$ cat src/rtl/instr_encoder.sv
// instr_encoder: packs field-level MIPS requests into words and streams them to IM.
// Build option INSTR_ENCODER_NOP_PAD_EN appends a delay-slot nop after branches/jumps.
module instr_encoder #(
  parameter int unsigned ADDR_W    = 10,
  parameter logic [31:0] BASE_ADDR = 32'h0000_3000
) (
  input  logic              clk,
  input  logic              reset,
  input  logic              clear,
  input  logic              in_valid,
  output logic              in_ready,
  input  logic [3:0]        in_kind,
  input  logic [4:0]        in_rs,
  input  logic [4:0]        in_rt,
  input  logic [4:0]        in_rd,
  input  logic [15:0]       in_imm,
  input  logic [25:0]       in_target,
  output logic              im_valid,
  input  logic              im_ready,
  output logic [ADDR_W-1:0] im_addr,
  output logic [31:0]       im_wdata,
  output logic [31:0]       im_pc,
  output logic [ADDR_W:0]   word_cnt,
  output logic              full,
  output logic              err
);

`ifdef INSTR_ENCODER_NOP_PAD_EN
  typedef enum logic [1:0] {
    S_IDLE, S_SEND, S_SLOT, S_FULL
  } state_t;
`else
  typedef enum logic [1:0] {
    S_IDLE, S_SEND, S_FULL
  } state_t;
`endif

  localparam logic [ADDR_W-1:0] PTR_ONE = ADDR_W'(1);
  localparam logic [ADDR_W:0]   CNT_ONE = (ADDR_W+1)'(1);
  localparam logic [ADDR_W:0]   CNT_LAST = {1'b0, {ADDR_W{1'b1}}};

  state_t            state;
  logic [ADDR_W-1:0] wr_ptr;
  logic [31:0]       enc_word;
  logic              enc_legal;
  logic              last;

`ifdef INSTR_ENCODER_NOP_PAD_EN
  logic enc_branch;
  logic pend_br;
`endif

  assign full     = word_cnt[ADDR_W];
  assign last     = (word_cnt == CNT_LAST);
  assign in_ready = (state == S_IDLE) && !full && !clear;
  assign im_pc    = BASE_ADDR + 32'({im_addr, 2'b00});

  always_comb begin
    enc_word  = 32'h0;
    enc_legal = 1'b1;
    unique case (1'b1)
      (in_kind == 4'd0): enc_word = {6'h00, in_rs, in_rt, in_rd, 5'h00, 6'h21};
      (in_kind == 4'd1): enc_word = {6'h00, in_rs, in_rt, in_rd, 5'h00, 6'h23};
      (in_kind == 4'd2): enc_word = {6'h0D, in_rs, in_rt, in_imm};
      (in_kind == 4'd3): enc_word = {6'h0F, 5'h00, in_rt, in_imm};
      (in_kind == 4'd4): enc_word = {6'h23, in_rs, in_rt, in_imm};
      (in_kind == 4'd5): enc_word = {6'h2B, in_rs, in_rt, in_imm};
      (in_kind == 4'd6): enc_word = {6'h04, in_rs, in_rt, in_imm};
      (in_kind == 4'd7): enc_word = {6'h02, in_target};
      (in_kind == 4'd8): enc_word = {6'h03, in_target};
      (in_kind == 4'd9): enc_word = {6'h00, in_rs, 15'h0, 6'h08};
      default:           enc_legal = 1'b0;
    endcase
  end

`ifdef INSTR_ENCODER_NOP_PAD_EN
  assign enc_branch = (in_kind >= 4'd6) && (in_kind <= 4'd9);
`endif

  always_ff @(posedge clk or negedge reset) begin
    if (!reset) begin
      state    <= S_IDLE;
      wr_ptr   <= '0;
      word_cnt <= '0;
      err      <= 1'b0;
      im_valid <= 1'b0;
      im_addr  <= '0;
      im_wdata <= '0;
`ifdef INSTR_ENCODER_NOP_PAD_EN
      pend_br  <= 1'b0;
`endif
    end else if (clear) begin
      state    <= S_IDLE;
      wr_ptr   <= '0;
      word_cnt <= '0;
      err      <= 1'b0;
      im_valid <= 1'b0;
      im_addr  <= '0;
      im_wdata <= '0;
`ifdef INSTR_ENCODER_NOP_PAD_EN
      pend_br  <= 1'b0;
`endif
    end else begin
      unique case (state)
        S_IDLE: begin
          if (in_valid && in_ready) begin
            if (enc_legal) begin
              im_wdata <= enc_word;
              im_addr  <= wr_ptr;
              im_valid <= 1'b1;
              state    <= S_SEND;
`ifdef INSTR_ENCODER_NOP_PAD_EN
              pend_br  <= enc_branch;
`endif
            end else begin
              err <= 1'b1;
            end
          end
        end
        S_SEND: begin
          if (im_ready) begin
            wr_ptr   <= wr_ptr + PTR_ONE;
            word_cnt <= word_cnt + CNT_ONE;
            im_valid <= 1'b0;
            state    <= last ? S_FULL : S_IDLE;
`ifdef INSTR_ENCODER_NOP_PAD_EN
            // No room left for the delay slot: drop it and flag
            if (pend_br) begin
              pend_br <= 1'b0;
              if (last) begin
                err <= 1'b1;
              end else begin
                im_valid <= 1'b1;
                im_addr  <= wr_ptr + PTR_ONE;
                im_wdata <= 32'h0;
                state    <= S_SLOT;
              end
            end
`endif
          end
        end
`ifdef INSTR_ENCODER_NOP_PAD_EN
        S_SLOT: begin
          if (im_ready) begin
            wr_ptr   <= wr_ptr + PTR_ONE;
            word_cnt <= word_cnt + CNT_ONE;
            im_valid <= 1'b0;
            state    <= last ? S_FULL : S_IDLE;
          end
        end
`endif
        S_FULL: begin
          im_valid <= 1'b0;
        end
        default: begin
          state <= S_IDLE;
        end
      endcase
    end
  end

endmodule

$ cat config.mk
export PLATFORM = sky130hd
export DESIGN_NAME = instr_encoder
export DESIGN_NICKNAME = d
export VERILOG_FILES = /design/src/rtl/instr_encoder.sv
export SDC_FILE = /design/constraint.sdc
export NUM_CORES = 1
export LEC_CHECK = 0
export CAP_MARGIN = 20
export CORE_MARGIN = 2
export CORE_UTILIZATION = 48
export CTS_CLUSTER_SIZE = 14
export DETAILED_ROUTE_END_ITERATION = 16
export PLACE_DENSITY_LB_ADDON = 0.25
export SYNTH_ARGS = -nofsm -noshare
export SYNTH_HDL_FRONTEND = slang
export SYNTH_SLANG_ARGS = --single-unit
$ cat constraint.sdc
create_clock -name clk -period 5.45 [get_ports clk]
set_input_delay 0.545 -clock clk [delete_from_list [all_inputs] [get_ports clk]]
set_output_delay 0.545 -clock clk [all_outputs]
set_load 0.005 [all_outputs]
Word level (Yosys, flattened, before mapping)

Cells that the tools add are included.

Bits in registers: 67
Input bits: 66
Word-level logic and storage cells: 77
Output and inout port bits: 89

Muxes and demuxes: 31
Add/subtract/negate cells: 3
Reductions and logical operators: 19
Eq/ne operators: 17

Operator list:

| cell                                                              | number |
|---|---|
| 32-bit case mux with 10 select lines                              | 1 |
| 32-bit 2-to-1 mux                                                 | 4 |
| 10-bit 2-to-1 mux                                                 | 7 |
| 11-bit 2-to-1 mux                                                 | 3 |
| 4-bit by 3-bit == test with 1-bit output, second input constant   | 4 |
| 14-bit by 12-bit adder with 15-bit output, first input constant   | 1 |
| 11-bit by 1-bit adder with 11-bit output, second input constant   | 1 |
| 11-bit by 10-bit == test with 1-bit output, second input constant | 1 |
| 10-bit by 1-bit adder with 10-bit output, second input constant   | 1 |
| 2-bit 2-to-1 mux                                                  | 5 |
| 2-bit nonzero test                                                | 5 |
| 10-bit OR reduction                                               | 1 |
| 1-bit 2-to-1 mux                                                  | 9 |
| 4-bit by 2-bit == test with 1-bit output, second input constant   | 2 |
| 4-bit == test, second input constant                              | 2 |
| 4-bit AND reduction                                               | 2 |
| 3-bit inequality test, second input constant                      | 2 |
| 2-bit case mux with 3 select lines                                | 1 |
| 3-bit AND reduction                                               | 2 |
| 4-bit by 1-bit == test with 1-bit output, second input constant   | 1 |
| 4-bit logical NOT                                                 | 1 |
| 2-bit inequality test, second input constant                      | 2 |
| 4-bit nonzero test                                                | 1 |
| 1-bit logical AND                                                 | 3 |
| 7 further kinds                                                   | 8 |

Logic depth before layout (Yosys ltp)

Word-level depth: 7
Gate-level depth with buffers: 8
Mapped depth without buffers: 6

Least setup slack after synthesis

OpenSTA, ideal clock, no wires.

Path type: input port to flip-flop
Start point: input clear
End point: register state[1]
Slack: 3.577 ns
Path buffers: 2
Data required time: 5.325 ns
Data arrival time: 1.749 ns
Library setup time: 0.125 ns
Cell stages on the path: 6
Cells stage by stage: buf_6 and4bb_4 o21ai_2 buf_6 a211oi_1 mux2_2

Word-level cells in the longest chain between the ends: 5
Elaborated cells between the ends (all ways): 9
Classes of those cells: eq/ne: 4; mux: 1; reduce/logical: 4

Ends and longest elaborated chain:

| element                                                           | line | text |
|---|---|---|
| from (decl)                                                       | 9    | `input logic clear,` |
| 1-bit logical NOT                                                 | 55   | `assign in_ready = (state == S_IDLE) && !full && !clear;` |
| 1-bit logical AND                                                 | 55   |  |
| 1-bit logical AND                                                 | 106  | `if (in_valid && in_ready) begin` |
| 3-bit by 2-bit inequality test with 1-bit output (no source line) | -    |  |
| 4-bit AND reduction (no source line)                              | -    |  |
| to (signal assigned)                                              | 125  | `state <= last ? S_FULL : S_IDLE;` |
| to (decl)                                                         | 42   | `state_t state;` |

Several ways; a longest one is shown, not always the timed one.
A chain may end at the register's enable or synchronous reset.

Worst setup path in the final report

Start point: input in_kind[1]
End point: register im_wdata[1]

Word-level cells in the longest chain between the ends: 6
Elaborated cells between the ends (all ways): 19
Classes of those cells: eq/ne: 9; mux: 6; reduce/logical: 4

Ends and longest elaborated chain:

| element                               | line | text |
|---|---|---|
| from (decl)                           | 12   | `input logic [3:0] in_kind,` |
| 4-bit == test (tied with other cells) | 71   | `(in_kind == 4'd9): enc_word = {6'h00, in_rs, 15'h0, 6'h08};` |
| 32-bit case mux with 10 select lines  | 61   | `unique case (1'b1)` |
| 32-bit 2-to-1 mux                     | 107  | `if (enc_legal) begin` |
| 32-bit 2-to-1 mux                     | 106  |  |
| 32-bit 2-to-1 mux                     | 104  | `unique case (state)` |
| 32-bit 2-to-1 mux                     | 92   | `end else if (clear) begin` |
| to (signal assigned)                  | 108  | `im_wdata <= enc_word;` |
| to (decl)                             | 21   | `output logic [31:0] im_wdata,` |

Several ways; a longest one is shown, not always the timed one. The select of a mux whose other input is x is not followed.

==> summary.md <==
| Metric | Value |
|---|---|
| Share of cells above drive strength 1 | `0.0562` |
| Final slew viol count | `0` |
| Synth async-reset ratio | `1.00` |
| Worst endpoint required time | `5.68 ns` |
| CP Class | `input port to register` |
| Multi-input logic area | `slightly below 0.002 mm^2` |
| RSZ-0062 raised after global routing | `false` |
| Worst hold margin | `0.367 ns` |
| First-pass DRT Iterations | `5` |
| R2R Path Start | `state[0]` |
| R2R Setup Slk | `3.13 ns` |
| Post-DRT Antenna Nets | `0` |
| Yosys top cell area share | `0.420` |
| H-tree depth | `3` |
| Die Y | `94.5 um` |
| N_diodes | `0` |
| Cell taking the most area after synthesis | `dfrtp_1` |
| Initial antenna violation count | `0` |
| Filler instances | `672` |
| Max Cap Viol | `0` |
| DP Wirelength | `7.22 mm` |
| P_leak | `2.19 nW` |
| Ranking of synthesized cells by area | `dfrtp_1, buf_4, nand3b_1, o21ai_0, nand2_1` |
| Clk pwr share | `0.440` |
| Syn-to-layout area delta | `36.0%` |
| CTS tree | `built` |
| Hold Crit Class | `input port to async pin` |
| Sw Share | `0.233` |
| TNS Setup | `0 ns` |
| Crit start category | `input port` |
| I/O Buffers | `131` |
| Clk sinks | `between 60 and 70` |
| Sequential share of the synthesized area | `0.420` |
| Via Count | `3553` |
| Number of flops mapped to enable cells by yosys | `0` |
| Final Hold Fails | `0` |
| Final setup viols | `0` |
| GPL Wtd Cong | `0.801` |
| Internal power | `0.000971 W` |
| Residual DRC | `0` |
| Largest net degree at the start of global routing | `71` |
| Max-slew headroom | `0.332` |
| Logic pwr share | `0.154` |
| Synthesis Warnings | `0` |
| Mapped cell area | `a little under 0.004 mm^2` |
| Yosys cell types | `50` |
| Hold buffers post-CTS | `0` |
| Worst skew pair latency | `0.35 ns` |
| Starting Density | `0.486` |
| Overflow after GRT | `0` |
| Syn_area_per_cell | `9.21 um^2` |
| Initial drt markers | `286` |
| Core ar. | `0.00809 mm^2` |
| Peak VDD IR | `approximately 0.16 mV` |
| Setup repair bufs after CTS | `0` |
| Die ar. | `0.00894 mm^2` |
| Detailed Route WL | `10.1 mm` |
| Fmax | `341 MHz` |
| First-pass GRT wire length | `16.1 mm` |
| Clk pin slew, worst setup/hold paths | `0.07 ns` |
| Routed len/inst | `15.8 um` |
| Average via count per standard cell | `5.56` |
| Pwr Total | `roughly 0.0013 W` |
| Cell row count | `33` |
| Total CTS buffers | `9` |
| CTS resizes | `0` |
| Pwr dens | `between 200 and 250 mW/mm^2` |
| NumNets Final | `600` |
| CTS max path bufs | `2` |
| Actual slew at the worst max-slew pin | `1.00 ns` |
| Period utilization | `0.539` |
| Fin crit period | `2.94 ns` |
| Clock skew | `0.00908 ns` |
| DIE WIDTH | `~95 um` |
| Clock Root Buffer | `clkbuf_8` |
| Vias in the first global route | `3362` |
| Net switching power | `0.000296 W` |
| Register area | `0.00165 mm^2` |
| Worst Setup SP | `in_kind[1]` |
| Crit Path Max Fanout | `27` |
| GRT Resource Usage Total | `0.234` |
| IO Pins | `between 150 and 200` |
| Seq pwr share | `0.406` |
| Register bit total from synthesis | `between 60 and 70` |
| Gate Count Post-Synth | `427` |
| Arr. time, crit path | `around 3.2 ns` |
| Status | `finished clean` |
| Crit. End Element | `register` |
| Prevailing post-synth register cell | `dfrtp_1` |
worst max-delay path, cell delays in order:
cell and delay [ns]:
clkdlybuf4s50_1 0.84, or2_2 0.53, a21oi_1 0.79, nor3b_1 0.10, a311o_1 0.35
worst paths after layout:
check                           depth (start not counted)      endpoint
worst max-delay path                                    5   im_wdata[1]
max in group asynchronous                               2  im_wdata[22]
worst min-delay path                                    2  im_wdata[27]
min in group clk                                        2    im_addr[9]
worst min register to register                          2    im_addr[9]
worst max register to register                          6   im_wdata[1]
logic make-up (layout without fill, tap and decap cells):
kind of cell,count (synthesis),count (layout),synth area share
XOR/XNOR,17,17,0.0378
AO/OA/AOI/OAI,99,99,0.169
multiplexers,3,3,0.00827
AND/OR/NAND/NOR,165,165,0.240
other,2,23,0.00191
adder cells (fa/ha/maj),5,5,0.0159
buffers and inverters,70,156,0.107
flip-flops,66,66,0.420
through the flow:
| stage | util | cell area, um^2 | setup WS, ns | cells |
|---|---|---|---|---|
| after floorplan | - | 4010 | 3.58 | 448 |
| after global placement | 0.627 | 5080 | 2.32 | 623 |
| after detailed placement | 0.627 | 5080 | 2.20 | 623 |
| after CTS | 0.661 | 5350 | 2.56 | 639 |
| after global routing | 0.661 | 5350 | 2.31 | 639 |
| final | 0.661 | 5350 | 2.51 | 639 |
Yosys cell counts (2+ instances only):
| cell type | n |
|---|---|
| dfrtp_1 | 66 |
| nand2_1 | 48 |
| o21ai_0 | 40 |
| buf_4 | 34 |
| nand3b_1 | 33 |
| nor2_1 | 25 |
| clkbuf_1 | 19 |
| a21oi_1 | 15 |
| xnor2_1 | 13 |
| a22oi_1 | 8 |
| buf_2 | 7 |
| nand3_1 | 7 |
| nor3b_1 | 7 |
| inv_1 | 6 |
| nor4_1 | 6 |
| nor4b_1 | 6 |
| o211a_1 | 6 |
| a222oi_1 | 5 |
| a22o_1 | 5 |
| a32o_1 | 5 |
| and4b_1 | 5 |
| ha_1 | 5 |
| a221oi_1 | 4 |
| nand2b_1 | 4 |
| nand4_1 | 4 |
| xor2_1 | 4 |
| and3_1 | 3 |
| buf_6 | 3 |
| nor2b_1 | 3 |
| nor3_1 | 3 |
| or3_1 | 3 |
| a211oi_1 | 2 |
| a311oi_1 | 2 |
| a31oi_1 | 2 |
| and2_1 | 2 |
| conb_1 | 2 |
| mux2_2 | 2 |
cell type report:
class | count | area share
Tap cell | 105 | 0.0245
Sequential cell | 66 | 0.309
Clock buffer | 10 | 0.0257
Timing Repair Buffer | 134 | 0.247
Inverter | 6 | 0.00421
Clock inverter | 6 | 0.0257
Multi-Input combinational cell | 312 | 0.364
layout by cell type (no fill, tap or decap), types with 4 or more instances in the layout:
master,n
conb_1,23
nor4_1,6
bufinv_16,4
nor4b_1,6
a222oi_1,5
nor2_1,25
a221oi_1,4
o21ai_0,40
inv_1,6
a32o_1,5
nand2_1,48
and4b_1,5
nand3_1,7
a21oi_1,15
ha_1,5
nand4_1,4
a22o_1,5
nand2b_1,4
nor3b_1,7
nand3b_1,33
xor2_1,4
clkdlybuf4s50_1,129
o211a_1,6
a22oi_1,8
xnor2_1,13
clkbuf_8,10
dfrtp_1,66
layer usage:
metal / GRT usage / up-vias / part of all wire
met2: 0.396 / 145 / 0.49
met3: 0.0718 / 22 / 0.082
met1: 0.273 / 1703 / 0.40
li1: - / 1683 / -
met5: 0 / - / 0
met4: 0.105 / 0 / 0.027
sequential cells by signal (all words and copies together) (netlist names):
signal    count
im_wdata     31
word_cnt     11
im_addr      10
state         2
im_valid      1
err           1
wr_ptr       10
power by group through the flow:
stage,logic (W),registers (W),clock network [W]
floorplan,0.0000986,0.000524,0
global route,0.000214,0.000516,0.000590
global placement,0.000190,0.000524,0
detailed placement,0.000195,0.000524,0
finish,0.000195,0.000515,0.000558
CTS,0.000196,0.000515,0.000570
(Power assumes the default switching activity.)
